### config.mk
export PLATFORM = sky130hd
export DESIGN_NAME = snake_game_ctrl
export DESIGN_NICKNAME = d
export VERILOG_FILES = /design/src/rtl/snake_pkg.sv /design/src/rtl/snake_dir_queue.sv /design/src/rtl/snake_game_ctrl.sv
export SDC_FILE = /design/constraint.sdc
export NUM_CORES = 1
export LEC_CHECK = 0
export ABC_AREA = 1
export CORE_ASPECT_RATIO = 0.7
export CORE_MARGIN = 2
export CORE_UTILIZATION = 45
export CTS_BUF_LIST = sky130_fd_sc_hd__clkbuf_2 sky130_fd_sc_hd__clkbuf_4 sky130_fd_sc_hd__clkbuf_8
export CTS_CLUSTER_DIAMETER = 50
export CTS_CLUSTER_SIZE = 40
export DETAILED_ROUTE_END_ITERATION = 10
export GPL_TIMING_DRIVEN = 1
export PLACE_DENSITY = 0.68
export SYNTH_ARGS = -nofsm -noshare
export SYNTH_HDL_FRONTEND = slang
export SYNTH_HIERARCHICAL = 1
export SYNTH_SLANG_ARGS = --single-unit
### constraint.sdc
create_clock -name clk -period 4 [get_ports clk]
set_clock_uncertainty 0.2 [all_clocks]
set_input_delay 0.8 -clock clk [delete_from_list [all_inputs] [get_ports clk]]
set_output_delay 0.8 -clock clk [all_outputs]
set_load 0.01 [all_outputs]
### src/rtl/snake_pkg.sv
// Shared types and helpers for the snake game sequencer.
// Direction encodings are one-hot to match the button inputs.
package snake_pkg;

  localparam int SCORE_W = 6;

  localparam logic [3:0] DIR_UP    = 4'b0001;
  localparam logic [3:0] DIR_DOWN  = 4'b0010;
  localparam logic [3:0] DIR_LEFT  = 4'b0100;
  localparam logic [3:0] DIR_RIGHT = 4'b1000;

  typedef enum logic [2:0] {
    ST_IDLE = 3'd0,
    ST_INIT = 3'd1,
    ST_PLAY = 3'd2,
    ST_STEP = 3'd3,
    ST_OVER = 3'd4
  } state_t;

  function automatic logic [3:0] opposite_dir(input logic [3:0] d);
    case (d)
      DIR_UP:    return DIR_DOWN;
      DIR_DOWN:  return DIR_UP;
      DIR_LEFT:  return DIR_RIGHT;
      DIR_RIGHT: return DIR_LEFT;
      default:   return 4'b0000;
    endcase
  endfunction

  function automatic logic is_one_hot(input logic [3:0] d);
    return (d != 4'd0) && ((d & (d - 4'd1)) == 4'd0);
  endfunction

endpackage

### src/rtl/snake_dir_queue.sv
// Direction command filter: press edge detect, reversal rejection and pending store.
// SNAKE_DIR_QUEUE_EN selects a 2-entry FIFO; otherwise a single overwrite register.
module snake_dir_queue
  import snake_pkg::*;
(
  input  logic       clk,
  input  logic       reset,
  input  logic       filt_en,
  input  logic       clear,
  input  logic       pop,
  input  logic [3:0] movement,
  output logic [3:0] cur_dir
);

  logic [3:0] move_prev_reg;
  logic [3:0] cur_dir_reg;
  logic [3:0] ref_dir;
  logic       press;
  logic       accept;
  logic       do_pop;

  assign press   = filt_en && (movement != 4'd0) && (movement != move_prev_reg);
  assign accept  = press && is_one_hot(movement) &&
                   (movement != ref_dir) && (movement != opposite_dir(ref_dir));
  assign cur_dir = cur_dir_reg;

  always_ff @(posedge clk or negedge reset) begin
    if (!reset) begin
      move_prev_reg <= 4'd0;
    end else begin
      move_prev_reg <= movement;
    end
  end

`ifdef SNAKE_DIR_QUEUE_EN
  logic [3:0] q_reg [2];
  logic [1:0] count_reg;
  logic [1:0] count_after;
  logic       do_push;

  // A pop never changes the reference: the newest entry survives the pop or becomes cur_dir.
  always_comb begin
    ref_dir = cur_dir_reg;
    if (count_reg == 2'd2) begin
      ref_dir = q_reg[1];
    end else if (count_reg == 2'd1) begin
      ref_dir = q_reg[0];
    end
  end

  assign do_pop      = pop && (count_reg != 2'd0);
  assign count_after = count_reg - {1'b0, do_pop};
  assign do_push     = accept && (count_after != 2'd2);

  always_ff @(posedge clk or negedge reset) begin
    if (!reset) begin
      cur_dir_reg <= DIR_RIGHT;
      count_reg   <= 2'd0;
      q_reg[0]    <= DIR_RIGHT;
      q_reg[1]    <= DIR_RIGHT;
    end else if (clear) begin
      cur_dir_reg <= DIR_RIGHT;
      count_reg   <= 2'd0;
    end else begin
      if (do_pop) begin
        cur_dir_reg <= q_reg[0];
        q_reg[0]    <= q_reg[1];
      end
      if (do_push) begin
        q_reg[count_after[0]] <= movement;
      end
      count_reg <= count_after + {1'b0, do_push};
    end
  end
`else
  logic [3:0] pend_reg;
  logic       pend_valid_reg;

  assign do_pop  = pop && pend_valid_reg;
  assign ref_dir = do_pop ? pend_reg : cur_dir_reg;

  always_ff @(posedge clk or negedge reset) begin
    if (!reset) begin
      cur_dir_reg    <= DIR_RIGHT;
      pend_reg       <= DIR_RIGHT;
      pend_valid_reg <= 1'b0;
    end else if (clear) begin
      cur_dir_reg    <= DIR_RIGHT;
      pend_valid_reg <= 1'b0;
    end else begin
      if (do_pop) begin
        cur_dir_reg <= pend_reg;
      end
      if (accept) begin
        pend_reg       <= movement;
        pend_valid_reg <= 1'b1;
      end else if (do_pop) begin
        pend_valid_reg <= 1'b0;
      end
    end
  end
`endif

endmodule

### src/rtl/snake_game_ctrl.sv
// Snake game sequencer: phase FSM, score-dependent move tick, step handshake and score.
// Build with SNAKE_DIR_QUEUE_EN defined for a 2-deep direction queue.
module snake_game_ctrl
  import snake_pkg::*;
#(
  parameter int TICK_BASE = 128,
  parameter int TICK_STEP = 5,
  parameter int TICK_MIN  = 8,
  parameter int SCORE_MAX = 63
) (
  input  logic               clk,
  input  logic               reset,
  input  logic               start,
  input  logic [3:0]         movement,
  input  logic               step_ack,
  input  logic               hit_wall,
  input  logic               hit_body,
  input  logic               ate_apple,
  output logic               init_req,
  output logic               step_req,
  output logic [3:0]         step_dir,
  output logic [2:0]         state,
  output logic [SCORE_W-1:0] score
);

  localparam logic signed [11:0] BASE_S = 12'(TICK_BASE);
  localparam logic signed [11:0] STEP_S = 12'(TICK_STEP);
  localparam logic signed [11:0] MIN_S  = 12'(TICK_MIN);

  state_t             state_reg, state_next;
  logic [SCORE_W-1:0] score_reg, score_next;
  logic [8:0]         tick_reg, tick_next;
  logic               start_prev_reg;
  logic               start_edge;
  logic               pop;
  logic               filt_en;
  logic               clear;
  logic [SCORE_W-1:0] score_inc;
  logic signed [11:0] period_raw;
  logic [8:0]         period;
  logic [3:0]         cur_dir;

  assign start_edge = start && !start_prev_reg;
  assign score_inc  = (ate_apple && (score_reg != SCORE_W'(SCORE_MAX))) ?
                      score_reg + 1'b1 : score_reg;
  // Wide enough that the score product cannot wrap before the floor clamps it.
  assign period_raw = BASE_S - $signed({6'd0, score_inc}) * STEP_S;
  assign period     = (period_raw < MIN_S) ? 9'(TICK_MIN) : period_raw[8:0];

  always_ff @(posedge clk or negedge reset) begin
    if (!reset) begin
      state_reg      <= ST_IDLE;
      score_reg      <= '0;
      tick_reg       <= 9'(TICK_BASE);
      start_prev_reg <= 1'b0;
    end else begin
      state_reg      <= state_next;
      score_reg      <= score_next;
      tick_reg       <= tick_next;
      start_prev_reg <= start;
    end
  end

  always_comb begin
    state_next = state_reg;
    score_next = score_reg;
    tick_next  = tick_reg;
    init_req   = 1'b0;
    step_req   = 1'b0;
    pop        = 1'b0;
    filt_en    = 1'b0;
    clear      = 1'b0;
    case (state_reg)
      ST_IDLE, ST_OVER: begin
        if (start_edge) begin
          state_next = ST_INIT;
          score_next = '0;
        end
      end
      ST_INIT: begin
        init_req   = 1'b1;
        clear      = 1'b1;
        score_next = '0;
        tick_next  = 9'(TICK_BASE);
        state_next = ST_PLAY;
      end
      ST_PLAY: begin
        filt_en = 1'b1;
        if (tick_reg <= 9'd1) begin
          pop        = 1'b1;
          state_next = ST_STEP;
        end else begin
          tick_next = tick_reg - 9'd1;
        end
      end
      ST_STEP: begin
        step_req = 1'b1;
        filt_en  = 1'b1;
        if (step_ack) begin
          if (hit_wall || hit_body) begin
            state_next = ST_OVER;
            tick_next  = period_raw < MIN_S ? 9'(TICK_MIN) :
                         9'(BASE_S - $signed({6'd0, score_reg}) * STEP_S);
          end else begin
            score_next = score_inc;
            tick_next  = period;
            state_next = ST_PLAY;
          end
        end
      end
      default: state_next = ST_IDLE;
    endcase
  end

  snake_dir_queue u_dir_queue (
    .clk      (clk),
    .reset    (reset),
    .filt_en  (filt_en),
    .clear    (clear),
    .pop      (pop),
    .movement (movement),
    .cur_dir  (cur_dir)
  );

  assign state    = state_reg;
  assign score    = score_reg;
  assign step_dir = cur_dir;

endmodule

== Word-level counts from Yosys, hierarchy flattened ==
Cells that the tools add are included.

* Output and inout port bits: 15
* Register bits: 32

* Order comparisons: 2
* Reductions and logical operators: 23
* Multiplexer cells: 27
* Multipliers: 2
* Eq/ne operators: 17
* Add/subtract/negate cells: 5
* Bitwise logic cells: 2

{| class="wikitable"
|+ Operator list
! kind !! count
|-
| 2-to-1 mux 9 bit || 5
|-
| case mux 9 bit (3 select lines) || 1
|-
| 2-to-1 mux 6 bit || 4
|-
| multiplier 6 x 3 -> 9 bit (second input constant) || 2
|-
| case mux 6 bit (3 select lines) || 1
|-
| case mux 4 bit (4 select lines) || 1
|-
| 2-to-1 mux 3 bit || 4
|-
| inequality test 4 bit || 3
|-
| case mux 3 bit (4 select lines) || 1
|-
| < comparator 10 x 5 -> 1 bit (second input constant) || 1
|-
| inequality test 2 bit (second input constant) || 5
|-
| subtractor 8 x 9 -> 10 bit (first input constant) || 1
|-
| less-or-equal comparator 9 x 1 -> 1 bit (second input constant) || 1
|-
| logical AND 1 bit || 9
|-
| nonzero test 3 bit || 3
|-
| subtractor 8 x 9 -> 9 bit (first input constant) || 1
|-
| subtractor 9 x 1 -> 9 bit (second input constant) || 1
|-
| 2-to-1 mux 1 bit || 8
|-
| 2-to-1 mux 4 bit || 2
|-
| adder 6 x 1 -> 6 bit (second input constant) || 1
|-
| equality test 3 x 2 -> 1 bit (second input constant) || 2
|-
| inequality test 6 bit (second input constant) || 1
|-
| AND reduction 3 bit || 2
|-
| bitwise AND 4 bit || 1
|-
| 16 further kinds || 17
|}

== Longest topological paths before layout ==
Gate-level depths: netlist of the first run.

* Depth in word-level cells: 11
* Mapped depth: 26
* Gate-level depth less buffers: 26

== Cells and area by module ==
Netlist of the first run, hierarchy kept.

{| class="wikitable"
|+ By module, submodules not included
! module !! sequential area each (um2) !! area each (um2) !! times used !! cells an instance
|-
| snake_game_ctrl || 476.7 || 2252.2 || 1 || 330
|-
| snake_dir_queue || 327.8 || 870.8 || 1 || 122
|}

== Worst setup path before layout of the first run ==
Ideal clock, no wire load.

* Kind: reg2reg
* Start: register score_reg[1], in the netlist score[1]
* End: register tick_reg[7]
* Cell stages (with the launch flop): 22
* Path buffers: 0
* Data arrival time: 3329 ps
* Required time: 3723 ps
* Slack: 394 ps
* Cells stage by stage: dfrtp_1 ha_1 inv_1 nor2_4 nand2_2 nand2_4 nor2_1 xor2_1 inv_1 ha_1 inv_1 ha_1 ha_1 nand2_1 o21ai_0 xnor2_1 nand2_1 nor2_1 nand3_4 nand2_4 nor2_1 o21a_1

* Word-level cells in the longest chain between the ends: 10
* Elaborated cells between the ends (all ways): 14

{| class="wikitable"
|+ RTL lines
! item !! RTL line !! RTL
|-
| start: declaration || snake_game_ctrl.sv:31 || <nowiki>logic [SCORE_W-1:0] score_reg, score_next;</nowiki>
|-
| start signal: assignment || snake_game_ctrl.sv:58 || <nowiki>score_reg <= score_next;</nowiki>
|-
| branches (longest 7 deep; another with subtractor 8 x 9 -> 10 bit) || n/a ||
|-
| 2-to-1 mux 9 bit * || snake_game_ctrl.sv:100 || <nowiki>if (hit_wall || hit_body) begin</nowiki>
|-
| 2-to-1 mux 9 bit * || snake_game_ctrl.sv:99 || <nowiki>if (step_ack) begin</nowiki>
|-
| case mux 9 bit (3 select lines) * || snake_game_ctrl.sv:73 || <nowiki>case (state_reg)</nowiki>
|-
| end signal: assignment || snake_game_ctrl.sv:54 || <nowiki>tick_reg <= 9'(TICK_BASE);</nowiki>
|-
| end signal: assignment || snake_game_ctrl.sv:59 || <nowiki>tick_reg <= tick_next;</nowiki>
|-
| end: declaration || snake_game_ctrl.sv:32 || <nowiki>logic [8:0] tick_reg, tick_next;</nowiki>
|}

Mark *: on every way between the ends. The select of a mux whose other input is x is not followed.
A chain may end at the register's enable or synchronous reset.

== Worst setup path after layout of the first run ==
* Start: input port ate_apple
* End: register tick_reg[2]

* Word-level cells in the longest chain between the ends: 9
* Elaborated cells between the ends (all ways): 10

{| class="wikitable"
|+ RTL lines
! item !! RTL line !! RTL
|-
| start: declaration || snake_game_ctrl.sv:18 || <nowiki>input logic ate_apple,</nowiki>
|-
| logical AND 1 bit * || snake_game_ctrl.sv:44 || <nowiki>assign score_inc = (ate_apple && (score_reg != SCORE_W'(SCORE_MAX))) ?</nowiki>
|-
| 2-to-1 mux 6 bit * || snake_game_ctrl.sv:44 ||
|-
| multiplier 6 x 3 -> 9 bit * || snake_game_ctrl.sv:47 || <nowiki>assign period_raw = BASE_S - $signed({6'd0, score_inc}) * STEP_S;</nowiki>
|-
| subtractor 8 x 9 -> 10 bit * || snake_game_ctrl.sv:47 ||
|-
| < comparator 10 x 5 -> 1 bit || snake_game_ctrl.sv:48, snake_game_ctrl.sv:102 ||
|-
| 2-to-1 mux 9 bit (on tied branches) || snake_game_ctrl.sv:48, snake_game_ctrl.sv:102 ||
|-
| 2-to-1 mux 9 bit * || snake_game_ctrl.sv:100 ||
|-
| 2-to-1 mux 9 bit * || snake_game_ctrl.sv:99 ||
|-
| case mux 9 bit (3 select lines) * || snake_game_ctrl.sv:73 ||
|}

Every way passes the cells marked *; elsewhere a longest branch is shown, timed or not. The select of a mux whose other input is x is not followed.

==> results of run 1 <==
==> layout make-up <==
cell class	count	area share, %
flip-flops and latches	32	21.31
well taps	94	3.116
inverters	76	7.623
repair buffers	47	11.00
multi-input cells	340	53.99
clock buffers	6	2.022
clock inverters	2	0.9281
==> tightest hold or removal path, cell delays in order (launching register included) <==
cell	delay [ns]
dfstp_2	0.39
nand2_1	0.06
nand2_1	0.05
==> through the flow <==
stage | cell area [um2] | TNS [ns]
4_1_cts | 3735 | 0
6_report | 3775 | 0
3_3_place_gp | 3623 | -1.375
3_5_place_dp | 3623 | -1.634
2_1_floorplan | 3123 | 0
5_1_grt | 3775 | -0.04297
==> kinds of logic after synthesis <==
family | count (synthesis) | share of synthesized area [%]
fa+ha+maj | 33 | 13.22
simple gates | 242 | 37.50
buf+inv | 80 | 10.26
flops | 32 | 25.76
xor+xnor | 17 | 4.768
compound gates | 48 | 8.494
==> layer usage <==
metal | share of wire [%] | track usage [%]
met5 | 0 | 0
met4 | 0.36 | 3.303
met3 | 7.1 | 3.017
met2 | 38 | 30.32
met1 | 54 | 34.71
==> cells in the mapped netlist, types with 9 or more instances <==
cell	instances
o21ai_0	16
nor2_1	38
nand2_2	14
inv_1	68
xnor2_1	9
dfrtp_1	29
ha_1	33
a21oi_1	11
nand2_1	115
nand3_1	39
nor2_2	11
==> final timing paths <==
kind,slack (ns),endpoint,from,depth (start not counted)
worst min-delay path,0.30,u_dir_queue/pend_reg[3],u_dir_queue/pend_reg[3],2
worst max register to register,0.36,tick_reg[2],score[0],23
worst max-delay path,0.19,tick_reg[2],ate_apple,20
max in group asynchronous,2.54,u_dir_queue/pend_reg[3],reset,2
worst min register to register,0.30,u_dir_queue/pend_reg[3],u_dir_queue/pend_reg[3],2
min in group asynchronous,0.71,u_dir_queue/cur_dir[0],reset,2
==> power by group <==
group          switching [mW]  internal (mW)  total, mW
logic                   0.719          0.445       1.16
clock network           0.122          0.192      0.314
registers               0.104          0.429      0.533
total                   0.945           1.07       2.01
==> timing repair <==
action / CTS / global route
endpoints found under the setup margin: 0 / 9
gates resized for setup: 0 / 8
endpoints found under the hold margin: 0 / 0
==> impl_metrics.ini, run 1 <==
[clocking]
cts-root-buf = clkbuf_8
path_clk_slew_ns = 0.06
cts_buffers = 5
clk_latency_ns = 0.28
postCtsHoldBufs = 0
h-tree-depth = 2
clk_path_buf_depth = 2
cts_tree = yes
postCtsSetupBuffers = 0
cts.sinks = 32

[global_route]
grt_usage_pct = 21.51
grt_pass1_vias = 2705
grt_overflow_total = 0
grt_max_degree = 33
antenna_found_initial = 0
grt_pass1_wl_um = 13170

[timing]
max_freq_ghz = 0.2627
setup_violations = 0
hold_violations = 0
period_share_pct = 95.18
period_minus_slack_ns = 3.807
finalHoldWorstSlack_ns = 0.3038
fin_ws_ns = 0.1930
slew_headroom_pct = 72.01
finalMaxSlewViolations = 0
tightest_slew_ns = 0.4154

[cells_and_area]
syn_to_final_growth_pct = 20.87
largest_reg_flops = 9
final_cell_mix = nand2_1 (115), inv_1 (68), nand3_1 (39), nor2_1 (36), ha_1 (32)
fin_util_pct = 56.13
num-fill-cells = 630
final_common_cell = nand2_1
drive_gt1_share_pct = 17.89
antennaDiodeCount = 0
ff_latch_area_um2 = 804.5
nets = 546
final_cells = 597
multi_input_area_mm2 = 0.002038

[logic_synthesis]
yosysSeqAreaShare_pct = 25.76
syn_area_per_cell_um2 = 6.909
synthDistinctLibCells = 34
yosys_register_bits = 32
synthTopCellsByArea = dfrtp_1 (23%), nand2_1 (14%), ha_1 (13%), inv_1 (8.2%), nand3_1 (6.3%)
synth_area_mm2 = 0.003123
netlist_instances = 452
ys.flop_type = dfrtp_1
yosys.area.top_type = dfrtp_1
synth_edf_count = 0
yosys.area.top_type_share_pct = 23.24
yosysWarnings = 6
syn_nets = 496
async_reset_ff_share_pct = 100.0

[drt]
drt_wl_total_um = 7802
vias = 2943
wire_per_inst_um = 13.07
ant_nets = 0
drtIter0Drc = 217
detail_route.vias_per_cell = 4.930
drcViolationCount = 0
drt-pass1-iter-count = 4

[power_and_ir_drop]
power_mw = 2.011
p_leak_nw = 1.895
power_density_mw_per_mm2 = 532.7
peakVddDrop_uv = 321.1

[setup_path]
cp_max_fo = 6
worstSetupPathType = in2reg
path_cells = clkdlybuf4s50_1 -> nand2_4 -> nor2_1 -> xor2_1 -> inv_1 -> ha_1 -> inv_1 -> ha_1 -> ha_4 -> a21oi_2 -> o21ai_2 -> nand3_1 -> nand2_1 -> nand3b_1 -> nand2_2 -> nand3_4 -> nand3_1 -> o21ai_1 -> nand2_1 -> nand2_1
crit_top_cell = nand2_1
start_kind = input pin
slowest_delay_ns = 0.52
path_buf_inv = 3
required_ns = 3.96
worst_setup_path_end_kind = flop
worstPathArrival_ns = 3.77
path_delay_family = simple AND/OR/NAND/NOR gates
worst_path_max_delay_cell = clkdlybuf4s50_1

[placement]
place_congestion = 0.9395
io_buffers = 25
dp_worst_setup_slack_ns = -0.2034
dp.cells = 589
place.detailed.hpwl_um = 6236

[floorplanning]
dieArea_mm2 = 0.007633
core-area_mm2 = 0.006725
chipHeight_um = 73.70
die-width_um = 103.6
rows = 25
initial_core_util_pct = 46.44
ioPinCount = 26

[min_path]
hold_path.class = reg2reg

[flow_run]
max_cap_violations = 0

[outcome]
status = finished, final reports clean
(Power assumes the default switching activity.)
==> run 2, diff against run 1 <==
--- a/config.mk
+++ b/config.mk
@@ -15,6 +15,7 @@
 export DETAILED_ROUTE_END_ITERATION = 10
 export GPL_TIMING_DRIVEN = 1
 export PLACE_DENSITY = 0.68
+export REMOVE_ABC_BUFFERS = 1
 export SYNTH_ARGS = -nofsm -noshare
 export SYNTH_HDL_FRONTEND = slang
 export SYNTH_HIERARCHICAL = 1
==> run 2 against run 1 <==
Against the previous run: worst hold slack worse by 0.015 ns; sequential share of layout area increased by 0.26 points; die area unchanged; register-to-register slack hardly changed; clock-buffer cell count decreased by 1; cell area is 1.2% lower; sequential power about the same; first-iteration DRC count shrank 30%; worst setup slack better by 0.16 ns; combinational power barely moved; highest routed layer unchanged.
==> impl_metrics.ini, run 2 (synthesis results as in run 1) <==
[outcome]
status = finished, final reports clean

[drt]
drtIter0Drc = 152
wire_per_inst_um = 12.95
drt_wl_total_um = 7716
drcViolationCount = 0
detail_route.vias_per_cell = 4.936
drt-pass1-iter-count = 4
ant_nets = 0
vias = 2942

[global_route]
grt_pass1_wl_um = 12990
grt_pass1_vias = 2668
antenna_found_initial = 0
grt_overflow_total = 0
grt_max_degree = 33
grt_usage_pct = 21.42

[placement]
io_buffers = 25
place.detailed.hpwl_um = 6270
dp_worst_setup_slack_ns = -0.2355
place_congestion = 0.8897
placed_cell_area_mm2 = 0.003616

[min_path]
hold_path.startpoint = u_dir_queue/pend_reg[3]
holdPathEnd = u_dir_queue/pend_reg[3]
hold_path.class = reg2reg
hold_path_depth = 2

[power_and_ir_drop]
power_density_mw_per_mm2 = 522.4
p_leak_nw = 1.878
peakVddDrop_uv = 388.7

[clocking]
postCtsSetupBuffers = 0
path_clk_slew_ns = 0.08
cts-root-buf = clkbuf_8
cts.sinks = 32
cts_buffers = 5
postCtsHoldBufs = 0
cts_tree = yes
clk_path_buf_depth = 2
clk_latency_ns = 0.29
h-tree-depth = 2

[timing]
fin_ws_ns = 0.3541
period_minus_slack_ns = 3.646
period_share_pct = 91.15
setup_violations = 0
finalMaxSlewViolations = 0
hold_violations = 0
max_freq_ghz = 0.2743
rsz0062_at_grt = no
slew_headroom_pct = 71.69
tightest_slew_ns = 0.4246

[cells_and_area]
final_common_cell = nand2_1
largest_reg_flops = 9
antennaDiodeCount = 0
final_cell_mix = nand2_1 (115), inv_1 (68), nand3_1 (39), nor2_1 (37), ha_1 (32)
fin_util_pct = 55.46
nets = 545
postLayoutCellArea_mm2 = 0.003730
drive_gt1_share_pct = 16.93
syn_to_final_growth_pct = 19.43

[setup_path]
worst_setup_path_end_kind = flop
cp_max_fo = 6
worstPathArrival_ns = 3.62
rr_endpoint = tick_reg[5]
r2r-start = score[0]
startpoint = score[0]
rr_worst_depth = 22
worstSetupPathType = reg2reg
rrSetupSlack_ns = 0.35
start_kind = flop
required_ns = 3.98

[floorplanning]
die-width_um = 103.6
chipHeight_um = 73.70
initial_core_util_pct = 46.44
core-area_mm2 = 0.006725
dieArea_mm2 = 0.007633
ioPinCount = 26
rows = 25

[flow_run]
max_cap_violations = 0
==> run 2: cell count changes in the layout (fill, tap and decap cells not counted), sizes merged <==
cell and delta:
buf -1, bufinv -1, clkbuf -1, clkdlybuf4s50 -1
clkinvlp +2, dlymetal6s2s +1
==> run 2: repair_timing <==
action,4_1_cts,5_1_grt
endpoints found under the setup margin,0,9
gates resized for setup,0,5
hold endpoints to repair,0,0
==> run 2: worst max path at each step <==
stage / slack, ns / end
after floorplan: 0.39 / tick_reg[7]
after global routing: 0.06 / tick_reg[8]
after global placement: -0.15 / tick_reg[5]
final: 0.35 / tick_reg[5]
after detailed placement: -0.24 / tick_reg[1]
after CTS: 0.04 / tick_reg[5]
==> run 2: metrics by stage <==
stage,power [mW],hold slack (ns),instances,setup TNS (ns)
after floorplan,1.322,0.2495,448,0
after global placement,1.653,0.2768,588,-1.297
after detailed placement,1.678,0.2760,588,-2.041
after CTS,1.947,0.2884,596,0
after global routing,2.149,0.3044,596,0
final,1.948,0.2892,596,0
==> run 2: power by group <==
| part | internal (mW) | leakage (nW) | total, mW | switching (mW) |
|---|---|---|---|---|
| clock | 0.123 | 0.0404 | 0.261 | 0.138 |
| sequential | 0.429 | 0.408 | 0.534 | 0.106 |
| combinational | 0.443 | 1.43 | 1.15 | 0.710 |
==> run 2: per-layer routing <==
metal,part of all wire (%),track usage [%],vias up
li1,-,-,1528
met1,56,34.00,1339
met2,38,30.02,71
met3,6.0,3.904,4
met4,0.49,3.604,0
met5,0,0,-
==> run 2: area by class of cell <==
cell class | instances | area, um2
Clock inverter | 3 | 23.77
Clock buffer | 5 | 68.82
Inverter | 76 | 287.8
Fill cell | 650 | 2995
Timing Repair Buffer | 46 | 410.4
Tap cell | 94 | 117.6
Multi-Input combinational cell | 340 | 2017
Sequential cell | 32 | 804.5
==> run 2: critical path: stages (launching register included) <==
cell	delay [ns]
dfrtp_1	0.39
ha_1	0.20
inv_1	0.12
nor2_4	0.06
nand2_2	0.09
nand2_4	0.07
nor2_1	0.11
xor2_1	0.20
inv_1	0.10
ha_1	0.28
inv_1	0.04
ha_1	0.32
ha_4	0.27
a21oi_1	0.15
o21ai_2	0.09
xnor2_1	0.18
nand2_1	0.07
nor2_1	0.17
nand3_4	0.14
nand2_4	0.10
o21ai_1	0.06
nand2_1	0.07
nand2_1	0.05
